**src/rtl/bayer_pkg.sv**
```systemverilog
// rtl/bayer_pkg.sv - CFA phase codes and frame controller state encoding
package bayer_pkg;

    typedef enum logic [1:0] {
        CFA_BGGR = 2'b00,
        CFA_GBRG = 2'b01,
        CFA_GRBG = 2'b10,
        CFA_RGGB = 2'b11
    } cfa_e;

    typedef enum logic [1:0] {
        ST_IDLE    = 2'b00,
        ST_MEASURE = 2'b01,
        ST_CHECK   = 2'b10,
        ST_LOCKED  = 2'b11
    } ctrl_state_e;

endpackage

```
**src/rtl/frame_geom_meas.sv**
```systemverilog
// rtl/frame_geom_meas.sv - per-frame line length / line count measurement with end-of-frame summary
module frame_geom_meas #(
    parameter int CNT_W    = 16,
    parameter int MAX_HRES = 2048
) (
    input  logic             pix_clk,
    input  logic             rst_n,
    input  logic             vs_i,
    input  logic             de_i,
    output logic             frame_done_o,
    output logic [CNT_W-1:0] frame_h_o,
    output logic [CNT_W-1:0] frame_v_o,
    output logic             frame_valid_o,
    output logic             frame_geom_err_o
);
    localparam logic [CNT_W-1:0] CNT_MAX  = '1;
    localparam logic [CNT_W-1:0] HRES_MAX = CNT_W'(MAX_HRES);

    logic             r_vs_d, r_vs_dd, r_de_d, r_de_dd;
    logic [CNT_W-1:0] r_hcnt, r_line_cnt, r_line_len;
    logic             r_frame_bad;

    logic             w_vs_rise, w_de_rise, w_de_fall, w_first_line, w_len_mismatch, w_frame_bad;
    logic [CNT_W-1:0] w_hcnt_inc, w_line_cnt_inc;

    assign w_vs_rise      = r_vs_d & ~r_vs_dd;
    assign w_de_rise      = r_de_d & ~r_de_dd;
    assign w_de_fall      = ~r_de_d & r_de_dd;
    assign w_first_line   = (r_line_cnt == '0);
    assign w_hcnt_inc     = (r_hcnt == CNT_MAX) ? r_hcnt : r_hcnt + 1'b1;
    assign w_line_cnt_inc = (r_line_cnt == CNT_MAX) ? r_line_cnt : r_line_cnt + 1'b1;
    assign w_len_mismatch = w_de_fall && !w_first_line && (r_hcnt != r_line_len);

    always_ff @(posedge pix_clk or negedge rst_n) begin
        if (!rst_n) begin
            r_vs_d      <= 1'b0;
            r_vs_dd     <= 1'b0;
            r_de_d      <= 1'b0;
            r_de_dd     <= 1'b0;
            r_hcnt      <= '0;
            r_line_cnt  <= '0;
            r_line_len  <= '0;
            r_frame_bad <= 1'b0;
        end else begin
            r_vs_d  <= vs_i;
            r_vs_dd <= r_vs_d;
            r_de_d  <= de_i;
            r_de_dd <= r_de_d;
            if (w_vs_rise) begin
                // a line starting on the boundary cycle still counts its first pixel
                r_hcnt      <= w_de_rise ? CNT_W'(1) : '0;
                r_line_cnt  <= '0;
                r_line_len  <= '0;
                r_frame_bad <= 1'b0;
            end else begin
                if (w_de_rise) begin
                    r_hcnt <= CNT_W'(1);
                end else if (r_de_d) begin
                    r_hcnt <= w_hcnt_inc;
                end
                if (w_de_fall) begin
                    if (w_first_line) begin
                        r_line_len <= r_hcnt;
                    end
                    r_line_cnt <= w_line_cnt_inc;
                end
                if (w_len_mismatch) begin
                    r_frame_bad <= 1'b1;
                end
            end
        end
    end

    // A line ending on the boundary cycle is folded into the frame being closed
    assign w_frame_bad      = r_frame_bad | w_len_mismatch;
    assign frame_done_o     = w_vs_rise;
    assign frame_v_o        = w_de_fall ? w_line_cnt_inc : r_line_cnt;
    assign frame_h_o        = (w_de_fall && w_first_line) ? r_hcnt : r_line_len;
    assign frame_geom_err_o = (frame_h_o == '0) || frame_h_o[0] || (frame_h_o > HRES_MAX);
    assign frame_valid_o    = !w_frame_bad && (frame_v_o != '0) && !frame_geom_err_o;

endmodule

```
**src/rtl/bayer_frame_ctrl.sv**
```systemverilog
// rtl/bayer_frame_ctrl.sv - geometry lock FSM publishing line length, CFA phase and demosaic enable
module bayer_frame_ctrl
    import bayer_pkg::*;
#(
    parameter int CNT_W       = 16,
    parameter int MAX_HRES    = 2048,
    parameter int LOCK_FRAMES = 3
) (
    input  logic             pix_clk,
    input  logic             rst_n,
    input  logic             vs_i,
    input  logic             de_i,
    input  logic             cfg_en,
    input  logic [1:0]       cfg_pattern,
    output logic [CNT_W-1:0] hres_o,
    output logic [CNT_W-1:0] vres_o,
    output logic [1:0]       pattern_o,
    output logic             dm_en_o,
    output logic             lock_o,
    output logic             err_o
);
    localparam logic [CNT_W-1:0] LOCK_N = CNT_W'(LOCK_FRAMES);

    logic             w_frame_done, w_frame_valid, w_frame_geom_err;
    logic [CNT_W-1:0] w_frame_h, w_frame_v;

    ctrl_state_e      r_state, w_next_state;
    logic [CNT_W-1:0] r_cand_h, r_cand_v, r_match, r_hres, r_vres;
    cfa_e             r_pattern;
    logic             r_dm_en, r_lock, r_err;
    logic             w_same, w_match_full, w_capture, w_match_inc, w_enter_lock;

    frame_geom_meas #(
        .CNT_W   (CNT_W),
        .MAX_HRES(MAX_HRES)
    ) u_meas (
        .pix_clk         (pix_clk),
        .rst_n           (rst_n),
        .vs_i            (vs_i),
        .de_i            (de_i),
        .frame_done_o    (w_frame_done),
        .frame_h_o       (w_frame_h),
        .frame_v_o       (w_frame_v),
        .frame_valid_o   (w_frame_valid),
        .frame_geom_err_o(w_frame_geom_err)
    );

    assign w_same       = (w_frame_h == r_cand_h) && (w_frame_v == r_cand_v);
    assign w_match_full = (r_match + 1'b1) >= LOCK_N;

    always_ff @(posedge pix_clk or negedge rst_n) begin
        if (!rst_n) begin
            r_state <= ST_IDLE;
        end else begin
            r_state <= w_next_state;
        end
    end

    always_comb begin
        w_next_state = r_state;
        if (w_frame_done) begin
            if (!cfg_en) begin
                w_next_state = ST_IDLE;
            end else begin
                case (r_state)
                    ST_IDLE:    w_next_state = ST_MEASURE;
                    ST_MEASURE: begin
                        if (w_frame_valid) begin
                            w_next_state = (LOCK_FRAMES == 1) ? ST_LOCKED : ST_CHECK;
                        end
                    end
                    ST_CHECK: begin
                        if (!w_frame_valid) begin
                            w_next_state = ST_MEASURE;
                        end else if (w_same && w_match_full) begin
                            w_next_state = ST_LOCKED;
                        end
                    end
                    ST_LOCKED: begin
                        if (!(w_frame_valid && w_same)) begin
                            w_next_state = ST_MEASURE;
                        end
                    end
                    default:    w_next_state = ST_IDLE;
                endcase
            end
        end
    end

    always_comb begin
        w_capture   = 1'b0;
        w_match_inc = 1'b0;
        if (w_frame_done && cfg_en) begin
            case (r_state)
                ST_MEASURE: w_capture = w_frame_valid;
                ST_CHECK: begin
                    w_capture   = w_frame_valid && !w_same;
                    w_match_inc = w_frame_valid && w_same;
                end
                default: ;
            endcase
        end
        w_enter_lock = (w_next_state == ST_LOCKED) && (r_state != ST_LOCKED);
    end

    always_ff @(posedge pix_clk or negedge rst_n) begin
        if (!rst_n) begin
            r_cand_h  <= '0;
            r_cand_v  <= '0;
            r_match   <= '0;
            r_hres    <= '0;
            r_vres    <= '0;
            r_pattern <= CFA_BGGR;
            r_dm_en   <= 1'b0;
            r_lock    <= 1'b0;
            r_err     <= 1'b0;
        end else begin
            if (w_capture) begin
                r_cand_h <= w_frame_h;
                r_cand_v <= w_frame_v;
                r_match  <= CNT_W'(1);
            end else if (w_match_inc) begin
                r_match <= r_match + 1'b1;
            end
            // the closing frame equals the candidate whenever lock is entered
            if (w_enter_lock) begin
                r_hres <= w_frame_h;
                r_vres <= w_frame_v;
            end
            if (w_frame_done) begin
                r_pattern <= cfa_e'(cfg_pattern);
                r_lock    <= (w_next_state == ST_LOCKED);
                r_dm_en   <= (w_next_state == ST_LOCKED) && cfg_en;
            end
            if (!cfg_en) begin
                r_err <= 1'b0;
            end else if (w_frame_done && (r_state != ST_IDLE) && w_frame_geom_err) begin
                r_err <= 1'b1;
            end
        end
    end

    assign hres_o    = r_hres;
    assign vres_o    = r_vres;
    assign pattern_o = r_pattern;
    assign dm_en_o   = r_dm_en;
    assign lock_o    = r_lock;
    assign err_o     = r_err;

endmodule

```
**config.mk**
```make
export PLATFORM = sky130hd
export DESIGN_NAME = bayer_frame_ctrl
export DESIGN_NICKNAME = d
export VERILOG_FILES = /design/src/rtl/bayer_pkg.sv /design/src/rtl/frame_geom_meas.sv /design/src/rtl/bayer_frame_ctrl.sv
export SDC_FILE = /design/constraint.sdc
export NUM_CORES = 1
export LEC_CHECK = 0
export BUFFER_PORTS_ARGS = -buffer_cell sky130_fd_sc_hd__clkbuf_2
export CELL_PAD_IN_SITES_DETAIL_PLACEMENT = 1
export CELL_PAD_IN_SITES_GLOBAL_PLACEMENT = 1
export CORE_AREA = 10 10 175 177
export DETAILED_ROUTE_END_ITERATION = 7
export DIE_AREA = 0 0 185 187
export PLACE_DENSITY_LB_ADDON = 0.1
export SLEW_MARGIN = 10
export SYNTH_ARGS = -nofsm -noshare
export SYNTH_HDL_FRONTEND = slang
export SYNTH_SLANG_ARGS = --single-unit
```
**constraint.sdc**
```tcl
create_clock -name pix_clk -period 5.63 [get_ports pix_clk]
set_clock_uncertainty 0.2 [all_clocks]
set_input_delay 0.8445 -clock pix_clk [delete_from_list [all_inputs] [get_ports pix_clk]]
set_output_delay 0.8445 -clock pix_clk [all_outputs]
set_load 0.01 [all_outputs]
```
==> impl_metrics.ini <==
[placed_design]
port_buffers = 43
gp_congestion = 0.873
dp_hpwl_um = 17900
placed_cell_area_um2 = 8550

[synthesis]
ys_async_sr_fraction = 1.00
synth_flop_cell = dfrtp_1
syn-num-nets = 804
synth_area_per_cell_um2 = 10.2
ys_seq_area_frac = 0.437
synth-seq-cells = 140
yosys_warnings = 0
synth_edf_count = 0
syn_area_um2 = 8020
synth_cell_types = 72
syn_inst = 786

[final_layout]
regArea_um2 = 3500
antenna_cells = 0
area_growth_syn_to_layout_pct = 14.0
multi_input_area_um2 = 4200
nNetsFinal = 829
n_fill_cell = 3102
design_area_um2 = 9140
drive_above_1_share = 0.199
final_util = 0.335

[global_route]
grt_max_degree = 98
grt_pass1_wl_um = 40300
overflow = 0
antenna_found_initial = 0
grt_pass1_vias = 6828
grtUsageTotal = 0.148

[worst_setup_path]
worstSetupStartpointType = flop
crit_slowest_cell = a221o_2
r2r_cells = 13
crit_required_ps = 5740
timing.rr.start = u_meas.r_line_cnt[0]
reg2reg_slack_ps = 510
end_kind = flop
arrival_ps = 5240
r2r_end = vres_o[3]
critPathLaunch = u_meas.r_line_cnt[0]
crit_end = vres_o[3]
critPathKind = reg2reg
crit_fanout = 18
path_cells = inv_1 > ha_1 > nor4b_2 > nand4_1 > nor2_1 > mux2i_1 > o211ai_1 > nor4b_2 > nor4b_4 > nand4_1 > a221o_2 > buf_12 > mux2_4
cpPeakStageDelay_ps = 690

[floorplanning]
die_h_um = 187
ioPinCount = 44
start_util = 0.293
die_w_um = 185
core_region_area_um2 = 27300
dieArea_um2 = 34600
rows = 61

[worst_hold_path]
hp-class = reg2reg
min_from = u_meas.r_vs_d

[cts]
clock_latency_ps = 430
htreeDepth = 4
cts_max_path_buffers = 2
cts.clk_slew.worst_paths_ps = 70
cts_made_buffers = 17
cts_hold_buf = 0
postCtsResizedCells = 0
cts_sinks = 140
cts_root_buf = clkbuf_16
cts_tree = yes
cts_setup_buffers = 0

[power]
ir_drop_mv = 0.182
combPwrFrac = 0.169
power_switching_w = 0.000888
seqPwrFrac = 0.416
clkPwrFrac = 0.415
p_total_w = 0.00281
internal-power_w = 0.00192
p_per_area_nw_per_um2 = 307
p_leak_nw = 4.38
swShare = 0.316

[flow_run]
cap_violations = 0

[timing]
rsz0062_at_grt = no
report.final.setup_viol = 0
worst_pin_slew_ps = 949
finalCritPeriodShare = 0.910
timing.slew.headroom = 0.367
fmax_ghz = 0.195
tns_ps = 0
period_needed_ps = 5120
drv_slew = 0
final_hold_viol_count = 0

[detailed_routing]
wl_per_cell_um = 21.5
viasPerCell = 5.35
detail-route-antenna-nets = 0
firstDrtPassIters = 6
drt-total-wl_um = 25100
drt_iter0_markers = 316
drc = 0
via_count = 6255

[run_status]
status = complete, no violations
sequential cells by signal (all words and copies together), names as in the netlist:
signal	flops
u_meas.r_hcnt	16
r_cand_h	16
u_meas.r_line_len	16
r_match	16
u_meas.r_vs_dd	1
u_meas.r_de_dd	1
u_meas.r_frame_bad	1
u_meas.r_line_cnt	16
vres_o	16
u_meas.r_de_d	1
err_o	1
r_state	2
lock_o	1
dm_en_o	1
hres_o	16
u_meas.r_vs_d	1
pattern_o	2
r_cand_v	16
synth_stat cells (all sizes together), types with 3 or more instances:
master	count	area, µm²
a41oi	3	26.3
xnor2	27	236
o31a	3	26.3
a21o	4	30.0
dfrtp	140	3500
a22oi	4	30.0
a31oi	6	37.5
mux2	60	769
nand4	29	194
o22ai	4	25.0
nand3	17	85.1
clkbuf	31	119
a221o	3	30.0
nor2	54	203
nor4b	6	80.1
a21oi	29	145
and2	27	169
inv	27	101
or3	11	68.8
nand2	46	173
buf	17	104
nor2b	10	62.6
or2	6	37.5
mux2i	20	200
o31ai	5	37.5
and4	6	52.6
o211ai	3	22.5
o21ai	26	130
ha	11	138
o2111ai	4	35.0
or4	6	45.0
nor3	18	90.1
a2bb2oi	3	26.3
nor4	22	165
nand2b	9	56.3
and3	15	93.8
xor2	46	403
power groups by stage:
| stage | Clock, W | Sequential [W] | Combinational [W] |
|---|---|---|---|
| 2_1_floorplan | 0 | 0.00117 | 0.000307 |
| 3_3_place_gp | 0 | 0.00118 | 0.000473 |
| 6_report | 0.00116 | 0.00117 | 0.000475 |
| 5_1_grt | 0.00124 | 0.00118 | 0.000534 |
| 3_5_place_dp | 0 | 0.00118 | 0.000484 |
| 4_1_cts | 0.00120 | 0.00117 | 0.000488 |
worst min path at each step:
| stage | to | slack (ps) | cells past startpoint |
|---|---|---|---|
| after floorplan | u_meas.r_vs_dd | 170 | 0 |
| after global placement | u_meas.r_vs_dd | 210 | 0 |
| after detailed placement | u_meas.r_vs_dd | 210 | 0 |
| after CTS | u_meas.r_vs_dd | 250 | 0 |
| after global routing | u_meas.r_vs_dd | 260 | 0 |
| final | u_meas.r_vs_dd | 230 | 0 |
cells in the final DEF, fill, tap and decap left out, drive strengths merged, types with 27 or more instances in the layout:
cell type  instances
dfrtp            140
xor2              46
nand4             29
and2              27
nand2             46
nor2              54
mux2              60
inv               39
xnor2             27
a21oi             29
clkbuf            59
logic make-up after synthesis:
group	Yosys count	synth area share
simple gates	289	0.204
xor+xnor	74	0.0825
fa+ha+maj	11	0.0172
mux	80	0.121
compound gates	117	0.0981
buf+inv	75	0.0404
flops	140	0.437
per-layer routing:
metal	GRT usage	wire [µm]	vias up
met5	0	0	-
met4	0.0438	380	0
met3	0.0270	750	29
met2	0.238	11900	87
met1	0.197	12100	3278
li1	-	-	2861
critical path: cells and delay by family, from the launching register on:
kind | cells | cell delay [ps]
mux | 2 | 590
simple gates | 6 | 2170
buf+inv | 2 | 440
fa+ha+maj | 1 | 210
flops | 1 | 460
compound gates | 2 | 910
metrics by stage:
step | setup slack, ps | hold slack, ps | std cells
after global routing | 123 | 261 | 1170
final | 507 | 235 | 1170
after CTS | 441 | 248 | 1170
after global placement | 653 | 209 | 1138
after floorplan | 1690 | 168 | 786
after detailed placement | 451 | 212 | 1138
cell type report:
cell class                      instances  area share
Sequential cell                       140       0.383
Clock buffer                           17      0.0465
Inverter                               27      0.0111
Timing Repair Buffer                   54      0.0346
Clock inverter                         15      0.0179
Multi-Input combinational cell        571       0.459
Tap cell                              346      0.0474
(Power assumes the default switching activity.)
